<file path="src/rtl/mem_sram_bridge.sv">
//==============================================================================
// Module   : mem_sram_bridge
// Purpose  : M-stage byte-enable access to SRAM-like req/addr_ok/data_ok bus.
//            Optional kseg0/kseg1 address folding: define BRIDGE_ADDR_MAP_EN.
// Revision : 1.0 - initial release
//==============================================================================
`default_nettype none

module mem_sram_bridge #(
  parameter int ADDR_W = 32,
  parameter int DATA_W = 32
) (
  input  logic              clk,
  input  logic              rst,
  input  logic [ADDR_W-1:0] addrM,
  input  logic [3:0]        readEnM,
  input  logic [3:0]        writeEnM,
  input  logic [DATA_W-1:0] wdataM,
  input  logic              flushM,
  input  logic              pipe_stall,
  output logic [DATA_W-1:0] rdataM,
  output logic              stallreq,
  output logic              req,
  output logic              wr,
  output logic [3:0]        wstrb,
  output logic [ADDR_W-1:0] addr,
  output logic [DATA_W-1:0] wdata,
  input  logic              addr_ok,
  input  logic              data_ok,
  input  logic [DATA_W-1:0] rdata
);

  typedef enum logic [2:0] {
    S_IDLE    = 3'd0,
    S_REQ     = 3'd1,
    S_WAIT    = 3'd2,
    S_DONE    = 3'd3,
    S_DISCARD = 3'd4
  } state_t;

  localparam logic [ADDR_W-1:0] c_ALIGN_MASK = {{(ADDR_W-2){1'b1}}, 2'b00};

  state_t              r_state;
  state_t              w_nextState;
  logic [DATA_W-1:0]   r_heldData;
  logic                w_access;
  logic                w_isWrite;
  logic                w_req;
  logic                w_stall;
  logic                w_capture;
  logic [ADDR_W-1:0]   w_mappedAddr;

  assign w_isWrite = |writeEnM;
  assign w_access  = w_isWrite | (|readEnM);

`ifdef BRIDGE_ADDR_MAP_EN
  // kseg0/kseg1 (top bits 2'b10) fold onto the physical low 512 MB
  localparam logic [ADDR_W-1:0] c_SEG_MASK = {3'b111, {(ADDR_W-3){1'b0}}};
  logic w_kseg;
  assign w_kseg       = (addrM[ADDR_W-1 -: 2] == 2'b10);
  assign w_mappedAddr = w_kseg ? (addrM & ~c_SEG_MASK) : addrM;
`else
  assign w_mappedAddr = addrM;
`endif

  // Bus fields follow the M-stage inputs, which the stall keeps frozen in REQ
  assign wr    = w_isWrite;
  assign wstrb = w_isWrite ? writeEnM : readEnM;
  assign addr  = w_mappedAddr & c_ALIGN_MASK;
  assign wdata = wdataM;

  always_ff @(posedge clk or negedge rst) begin
    if (!rst) begin
      r_state    <= S_IDLE;
      r_heldData <= '0;
    end else begin
      r_state <= w_nextState;
      if (w_capture) r_heldData <= rdata;
    end
  end

  always_comb begin
    w_nextState = r_state;
    w_req       = 1'b0;
    w_stall     = 1'b0;
    w_capture   = 1'b0;
    case (r_state)
      S_IDLE: begin
        if (w_access && !flushM) begin
          w_req       = 1'b1;
          w_stall     = 1'b1;
          w_nextState = addr_ok ? S_WAIT : S_REQ;
        end
      end
      S_REQ: begin
        w_req   = 1'b1;
        w_stall = 1'b1;
        if (addr_ok)     w_nextState = flushM ? S_DISCARD : S_WAIT;
        else if (flushM) w_nextState = S_IDLE;
      end
      S_WAIT: begin
        if (data_ok) begin
          // A flush in the data_ok cycle wins: the word is never delivered
          w_capture = !flushM;
          if (flushM)          w_nextState = S_IDLE;
          else if (pipe_stall) w_nextState = S_DONE;
          else                 w_nextState = S_IDLE;
        end else begin
          w_stall = 1'b1;
          if (flushM) w_nextState = S_DISCARD;
        end
      end
      S_DONE: begin
        if (!pipe_stall || flushM) w_nextState = S_IDLE;
      end
      S_DISCARD: begin
        w_stall = w_access;
        if (data_ok) w_nextState = S_IDLE;
      end
      default: w_nextState = S_IDLE;
    endcase
  end

  assign req      = rst & w_req;
  assign stallreq = rst & w_stall;
  assign rdataM   = (r_state == S_WAIT && data_ok) ? rdata : r_heldData;

endmodule

`default_nettype wire

</file>
<file path="config.mk">
export PLATFORM = sky130hd
export DESIGN_NAME = mem_sram_bridge
export DESIGN_NICKNAME = d
export VERILOG_FILES = /design/src/rtl/mem_sram_bridge.sv
export SDC_FILE = /design/constraint.sdc
export NUM_CORES = 1
export LEC_CHECK = 0
export CORE_UTILIZATION = 36
export CTS_BUF_LIST = sky130_fd_sc_hd__clkbuf_4 sky130_fd_sc_hd__clkbuf_8
export DETAILED_ROUTE_END_ITERATION = 7
export PLACE_DENSITY = 0.89
export SETUP_SLACK_MARGIN = 0.15
export SYNTH_ARGS = -nofsm -noshare
export SYNTH_HDL_FRONTEND = slang
export SYNTH_SLANG_ARGS = --single-unit
</file>
<file path="constraint.sdc">
create_clock -name clk -period 2.8 [get_ports clk]
set_input_delay 0.56 -clock clk [delete_from_list [all_inputs] [get_ports clk]]
set_output_delay 0.56 -clock clk [all_outputs]
set_load 0.02 [all_outputs]
</file>
* Yosys cells after proc, flatten, opt, wreduce, memory -nomap -nowiden
Cells that the tools add are included.
** Word-level totals
- Flip-flop bits (word level) :: 35
- Input bits :: 110
- Output and inout port bits :: 103
- Logic and storage cells :: 43
** Cells by class
- Reductions and logical operators :: 9
- Eq/ne operators :: 9
- Bitwise operators :: 3
- Multiplexer cells :: 20
** Operators with widths (number)
- two-way mux 32 bit :: 1
- two-way mux 3 bit :: 8
- one-hot mux 3 bit (5 select lines) :: 1
- OR reduction 4 bit :: 2
- == test 3 x 2 -> 1 bit, second input constant :: 2
- two-way mux 2 bit :: 3
- inequality test 2 bit, second input constant :: 3
- inequality test 3 bit, second input constant :: 2
- AND reduction 5 bit :: 1
- two-way mux 1 bit :: 4
- two-way mux 4 bit :: 1
- one-hot mux 1 bit (4 select lines) :: 1
- == test 3 x 1 -> 1 bit, second input constant :: 1
- == test 3 bit, second input constant :: 1
- zero test 3 bit :: 1
- bitwise AND 1 bit :: 2
- logical AND 1 bit :: 2
- zero test 1 bit :: 2
- one-hot mux 1 bit (2 select lines) :: 1
- logical OR 1 bit :: 1
- bitwise OR 1 bit :: 1

* Logic depth before layout (Yosys ltp)
Gate-level depths: netlist of the first run.
- Word-level depth :: 6
- Depth in mapped cells :: 7
- Mapped depth without buffers :: 4

* Worst setup path after synthesis of the first run
Ideal clock, no wire load.
- Kind :: input-to-output
- Start :: input port data_ok
- End :: output port rdataM[10]
- Cell stages on the path :: 4
- Buffers on the path :: 2
- Setup slack :: 0.771 ns
- Arrival :: 1.469 ns
- Data required time :: 2.240 ns
- Path through :: and4bb_1 > buf_6 > buf_2 > mux2_2
** On the way
- Word-level cells in the longest chain between the ends :: 2
** Ends and longest elaborated chain
- from (decl) :: line 29 : input logic data_ok,
- logical AND 1 bit :: line 126 : assign rdataM = (r_state == S_WAIT && data_ok) ? rdata : r_heldData;
- two-way mux 32 bit :: line 126
- to (decl) :: line 21 : output logic [DATA_W-1:0] rdataM,
No other way between the ends.

* Worst setup path after layout of the first run
- Start :: input port writeEnM[1]
- End :: output port wstrb[2]
** On the way
- Word-level cells in the longest chain between the ends :: 2
** Ends and longest elaborated chain
- from (decl) :: line 17 : input logic [3:0] writeEnM,
- OR reduction 4 bit :: line 53 : assign w_isWrite = |writeEnM;
- two-way mux 4 bit :: line 68 : assign wstrb = w_isWrite ? writeEnM : readEnM;
- to (decl) :: line 25 : output logic [3:0] wstrb,
No other way between the ends.

==> run_results.csv, run 1 <==
group,metric,value,unit
run_status,status,"complete, no violations",
die,dieArea,7330,µm²
yosys,synth-seq-cells,35,
die,pin_count,213,
critical_path,r2r-end,"r_heldData[22]",
die,start_util,37.3,%
global_routing,grt_usage,14.2,%
layout,fin_area,3110,µm²
layout,fin_util,46.1,%
clock_network,cts_root_buffer,"clkbuf_8",
placed_design,hpwl,3940,µm
critical_path,cp.required,2.24,ns
power_and_ir_drop,powerDensity,951,nW/µm²
placed_design,dpl-instance-area,3010,µm²
yosys,synthCells,211,
worst_hold_path,hp-class,"input pin to asynchronous set/reset pin",
yosys,synth_area_per_cell,11.9,µm²
critical_path,reg2reg_depth,6,
drt,antenna_left,0,
power_and_ir_drop,p_total,2.96,mW
yosys,synth_warnings,0,
critical_path,critPathCaptureType,"primary output",
critical_path,r2r-start,"r_state[2]",
layout,num_antenna_cells,0,
drt,vias,1630,
critical_path,crit_arrival,2.08,ns
critical_path,crit_path_end,"wstrb[2]",
global_routing,met2_usage,24.4,%
critical_path,path_max_fanout,5,
critical_path,cp-startpoint,"writeEnM[1]",
layout,syn_to_final_growth,23.7,%
clock_network,clk_pin_slew,0.07,ns
clock_network,cts_sinks,35,
critical_path,crit_family,"buffers and inverters",
clock_network,htree_levels,2,
timing,slew_violations,0,
drt,dr.pass1.iters,4,
layout,final_common_cell,"clkdlybuf4s50_1",
clock_network,cts_buffer_depth,2,
placed_design,globalplace.congestion,0.722,
power_and_ir_drop,ir_drop,0.326,mV
drt,vias_per_cell,5.03,
timing,setup_violations,0,
drt,drt_wl_total,5410,µm
global_routing,grt_pass1_wl,8270,µm
timing,finalHoldViolCount,0,
clock_network,cts_tree,"done",
global_routing,grt_pass1_vias,1711,
layout,layout_common_cells,"42 x clkdlybuf4s50_1, 36 x mux2_2, 35 x dfrtp_1",
layout,nNetsFinal,353,
die,die_width,85.6,µm
critical_path,worst-setup-path-type,"input pin to primary output",
yosys,synth.area.top_cells,"dfrtp_1 35%, buf_4 19%, mux2_4 17%",
layout,fillers,650,
timing,rsz0062_at_grt,"true",
timing,finalCritPeriodShare,94.3,%
clock_network,clkLatencyLatePin,0.28,ns
timing,fin_crit,2.64,ns
yosys,ys_seq_area_share,34.8,%
global_routing,gr-max-usage-layer,"met2",
critical_path,slowest_delay,0.46,ns
global_routing,antenna_found_initial,0,
die,chipHeight,85.6,µm
critical_path,start_kind,"input pin",
yosys,syn_area,2520,µm²
yosys,synth_cell_types,29,
critical_path,path_common_cell,"buf_4",
placed_design,io_buffer_count,84,
global_routing,met3_usage,4.81,%
layout,drive_gt1_share,43.4,%
critical_path,crit_buf_inv,4,
critical_path,cp_slowest_cell,"clkdlybuf4s50_1",
power_and_ir_drop,power_leakage,1.40,nW
die,fp.coreArea,6760,µm²
global_routing,grt_max_degree,36,
timing,finalSetupTns,0,ns
clock_network,numCtsBuffers,5,
global_routing,overflow,0,
yosys,synth_largest_area_cell,"dfrtp_1",
yosys,synth_top_area_share,34.8,%
drt,drt-initial-drc-count,43,
critical_path,r2r_slack,0.78,ns
drt,drc,0,
critical_path,cp.depth,6,
timing,fmax,0.379,GHz
critical_path,critical_path.cell_chain,"clkdlybuf4s50_1, nor4_4, buf_4, buf_4, a21o_1, dlygate4sd2_1",
drt,wl_per_cell,16.7,µm
global_routing,met1_usage,16.5,%
die,num_rows,30,
timing,finClkSkew,0.00146,ns
run,maxCapViolations,0,
-- layout make-up --
cell class                      instances  area (µm²)  area share [%]
Tap cell                               80         100            3.22
Multi-Input combinational cell        101        1100            35.5
Inverter                                3        11.3           0.362
Clock buffer                            6        76.3            2.45
Sequential cell                        35         876            28.1
Timing Repair Buffer                   97         932            29.9
Clock inverter                          2        12.5           0.402
-- per-stage QoR --
stage / setup WS (ns) / instances / hold slack, ns
finish: 0.161 / 324 / 0.355
global route: 0.111 / 324 / 0.384
CTS: 0.158 / 323 / 0.378
detailed placement: -0.237 / 313 / 0.491
global placement: -0.216 / 313 / 0.486
floorplan: 0.771 / 212 / 0.264
-- flip-flops by register name (all words and copies together) (netlist names) --
signal and cells:
r_state 3, r_heldData 32
-- power breakdown --
group          switching [mW]  internal [mW]
registers               0.135          0.750
clock network           0.182          0.184
logic                   0.757          0.954
-- per-layer routing --
metal,vias to the layer above,part of all wire [%]
li1,727,-
met3,18,9.1
met4,0,2.6
met2,96,49
met5,-,0
met1,789,40
-- worst min-delay path by stage --
stage / start / endpoint
global placement: r_heldData[27] / r_heldData[27]
CTS: rst / r_heldData[16]
finish: rst / r_heldData[21]
global route: rst / r_heldData[21]
floorplan: rst / r_heldData[0]
detailed placement: r_heldData[31] / r_heldData[31]
-- cells in the mapped netlist --
master and n:
a211o_1 1, a21o_1 4, a21oi_1 5, a32oi_1 1
and2_4 1, and4bb_1 1, buf_2 3, buf_4 64
buf_6 5, clkbuf_1 1, conb_1 1, dfrtp_1 35
inv_1 3, mux2_2 36, mux2_4 29, nand2_1 3
nand2b_1 1, nor2_1 5, nor4_1 1, nor4_4 1
nor4b_1 1, o21ai_0 2, o21bai_1 1, o221ai_1 1
o2bb2ai_1 1, o32ai_1 1, or2_2 1, or2b_1 1
or3_1 1
-- cells by family (layout without fill, tap and decap cells) --
logic type / count (synthesis) / after routing / synth area share (%)
compound gates: 17 / 17 / 4.62
buf+inv: 76 / 108 / 22.5
flops: 35 / 35 / 34.8
mux: 65 / 65 / 33.4
other cells: 1 / 2 / 0.149
simple gates: 17 / 17 / 4.52
-- repair_timing --
action                                  CTS  global route
buffers inserted                          1             1
endpoints found under the setup margin   39             2
hold buffers                              0             0
resized for setup                        76             6
pin swaps                                 1             2
gates cloned                              1             0
Power figures use the tool's default switching activity.
==> run 2, diff against run 1 <==
- CAP_MARGIN: not set -> 20
- GPL_TIMING_DRIVEN: not set -> 0
==> run 2 against run 1 <==
Clock power up 30%; first-iteration DRC count down 21%; final cell count up 39%; non-clock buffer count up 127; global-route usage up 1.8 points; count of clock-buffer cells in the layout unchanged; setup slack better by 0.060 ns; sequential share of layout area down 7.5 points; via count up 27%; combinational power up 14%; flip-flop and latch count unchanged.
==> run_results.csv, run 2 (synthesis gave the netlist of run 1 again) <==
group,metric,value,unit
timing,relSlewSlack,45.3,%
placed_design,globalplace.congestion,0.752,
layout,largest_register,"r_heldData",
global_routing,grt_pass1_vias,2121,
drt,antenna_left,0,
power_and_ir_drop,ir_drop,0.341,mV
clock_network,cts_tree,"done",
critical_path,critical_path.cell_chain,"clkdlybuf4s50_1, nor4_4, buf_4, a21oi_1, o21ai_1, a21oi_1, buf_2",
die,chipHeight,85.6,µm
critical_path,reg2reg_depth,7,
layout,layout_common_cells,"105 x clkdlybuf4s50_1, 68 x buf_4, 36 x mux2_2",
timing,setup_violations,0,
run,maxCapViolations,0,
critical_path,cp_slowest_cell,"clkdlybuf4s50_1",
power_and_ir_drop,powerDensity,781,nW/µm²
critical_path,start_kind,"input pin",
layout,multi_input_comb_area,1080,µm²
drt,drt_wl_total,6130,µm
placed_design,dpl_worst_slack,-0.377,ns
layout,fin_area,4240,µm²
global_routing,overflow,0,
timing,finalHoldViolCount,0,
layout,largest_reg_flops,32,
layout,reg.largest.list,"r_heldData x32, r_state x3",
critical_path,path_common_cell,"a21oi_1",
layout,syn_to_final_growth,68.4,%
critical_path,r2r-start,"r_state[2]",
layout,drive_gt1_share,43.7,%
clock_network,cts_root_buffer,"clkbuf_8",
placed_design,io_buffer_count,146,
critical_path,worst-setup-path-type,"input pin to primary output",
timing,fin_crit,2.58,ns
drt,drt-initial-drc-count,34,
timing,finalCritPeriodShare,92.1,%
die,num_rows,30,
clock_network,numCtsBuffers,5,
global_routing,grt_max_degree,37,
layout,final_common_cell,"clkdlybuf4s50_1",
critical_path,crit_family,"buffers and inverters",
die,fp.coreArea,6760,µm²
die,dieArea,7330,µm²
drt,drc,0,
critical_path,r2r-end,"r_heldData[14]",
global_routing,grt_usage,16.1,%
clock_network,cts_sinks,35,
critical_path,crit_buf_inv,3,
timing,fmax,0.388,GHz
global_routing,grt_pass1_wl,9400,µm
timing,setup_slack,0.221,ns
drt,vias_per_cell,4.59,
power_and_ir_drop,power_leakage,1.94,nW
placed_design,dpl-instance-area,4080,µm²
drt,wl_per_cell,13.6,µm
critical_path,cp.required,2.24,ns
critical_path,critPathCaptureType,"primary output",
placed_design,hpwl,4730,µm
drt,dr.pass1.iters,4,
run_status,status,"complete, no violations",
die,start_util,37.3,%
die,die_width,85.6,µm
worst_hold_path,hp-class,"input pin to asynchronous set/reset pin",
timing,worst_slew_pin_slew,0.820,ns
timing,slew_violations,0,
layout,area.sequential,876,µm²
layout,nNetsFinal,480,
critical_path,r2r_slack,0.92,ns
drt,vias,2069,
critical_path,crit_arrival,2.02,ns
timing,rsz0062_at_grt,"false",
die,pin_count,213,
clock_network,holdBufCountCts,0,
critical_path,slowest_delay,0.46,ns
layout,fillers,539,
layout,num_antenna_cells,0,
clock_network,clk_pin_slew,0.07,ns
clock_network,htree_levels,2,
clock_network,cts_buffer_depth,2,
clock_network,clkLatencyLatePin,0.28,ns
critical_path,path_max_fanout,2,
global_routing,antenna_found_initial,0,
timing,finClkSkew,0.00331,ns
[run 2: cell types whose count changed in the layout (fill, tap and decap cells not counted), moves of 3 or more]
cell,before,now
buf_2,8,4
buf_6,0,7
clkdlybuf4s15_2,3,0
buf_4,9,68
buf_12,4,0
clkbuf_2,1,4
clkdlybuf4s15_1,0,21
dlygate4sd2_1,28,11
clkdlybuf4s50_1,42,105
[run 2: per-stage QoR]
stage	utilization (%)	TNS, ns	power (mW)	hold slack (ns)	std cells
6_report	62.8	0	3.31	0.369	451
5_1_grt	62.8	0	3.51	0.419	451
4_1_cts	63.1	0	3.38	0.393	451
3_5_place_dp	60.4	-11.33	2.98	0.490	438
3_3_place_gp	60.4	-12.24	2.94	0.487	438
2_1_floorplan	-	0	2.16	0.264	212
[run 2: cell type report]
class | instances | area share [%]
timing repair buffer | 151 | 34.7
multi-input combinational | 101 | 25.6
sequential | 35 | 20.7
buffer | 73 | 13.6
tap | 80 | 2.36
clock buffer | 6 | 1.95
clock inverter | 2 | 0.826
inverter | 3 | 0.266
[run 2: worst register-to-register path: cells and delay by family (launching register included)]
kind	cells	cell delay, ns
buf+inv	4	0.57
simple gates	2	0.43
mux	1	0.32
flops	1	0.46
[run 2: worst max path at each step]
stage                     slack (ns)  cells past startpoint   startpoint          to
final                           0.22                      7  writeEnM[0]    stallreq
after global routing            0.16                      7  writeEnM[0]    stallreq
after detailed placement       -0.38                      6      data_ok   rdataM[6]
after CTS                       0.16                      7  writeEnM[2]         req
after floorplan                 0.77                      4      data_ok  rdataM[10]
after global placement         -0.93                      4          rst    stallreq
[run 2: what timing repair did]
action | CTS | global route
pin swaps | 2 | 2
hold endpoints to repair | 0 | 0
setup endpoints to repair | 38 | 7
resized for setup | 81 | 6
setup buffers | 4 | 0
gates cloned | 1 | 0
[run 2: metal layers]
| metal | GRT usage, % | share of wire, % | vias to the layer above |
|---|---|---|---|
| met5 | 0 | 0 | - |
| met4 | 4.85 | 1.2 | 0 |
| met3 | 3.85 | 8.0 | 9 |
| met2 | 29.7 | 51 | 119 |
| met1 | 18.3 | 40 | 960 |
| li1 | - | - | 981 |
[run 2: power breakdown]
part           switching (mW)  internal, mW  total [mW]
clock                   0.188         0.288       0.476
combinational           0.845          1.11        1.95
sequential              0.137         0.750       0.887
total                    1.17          2.14        3.31
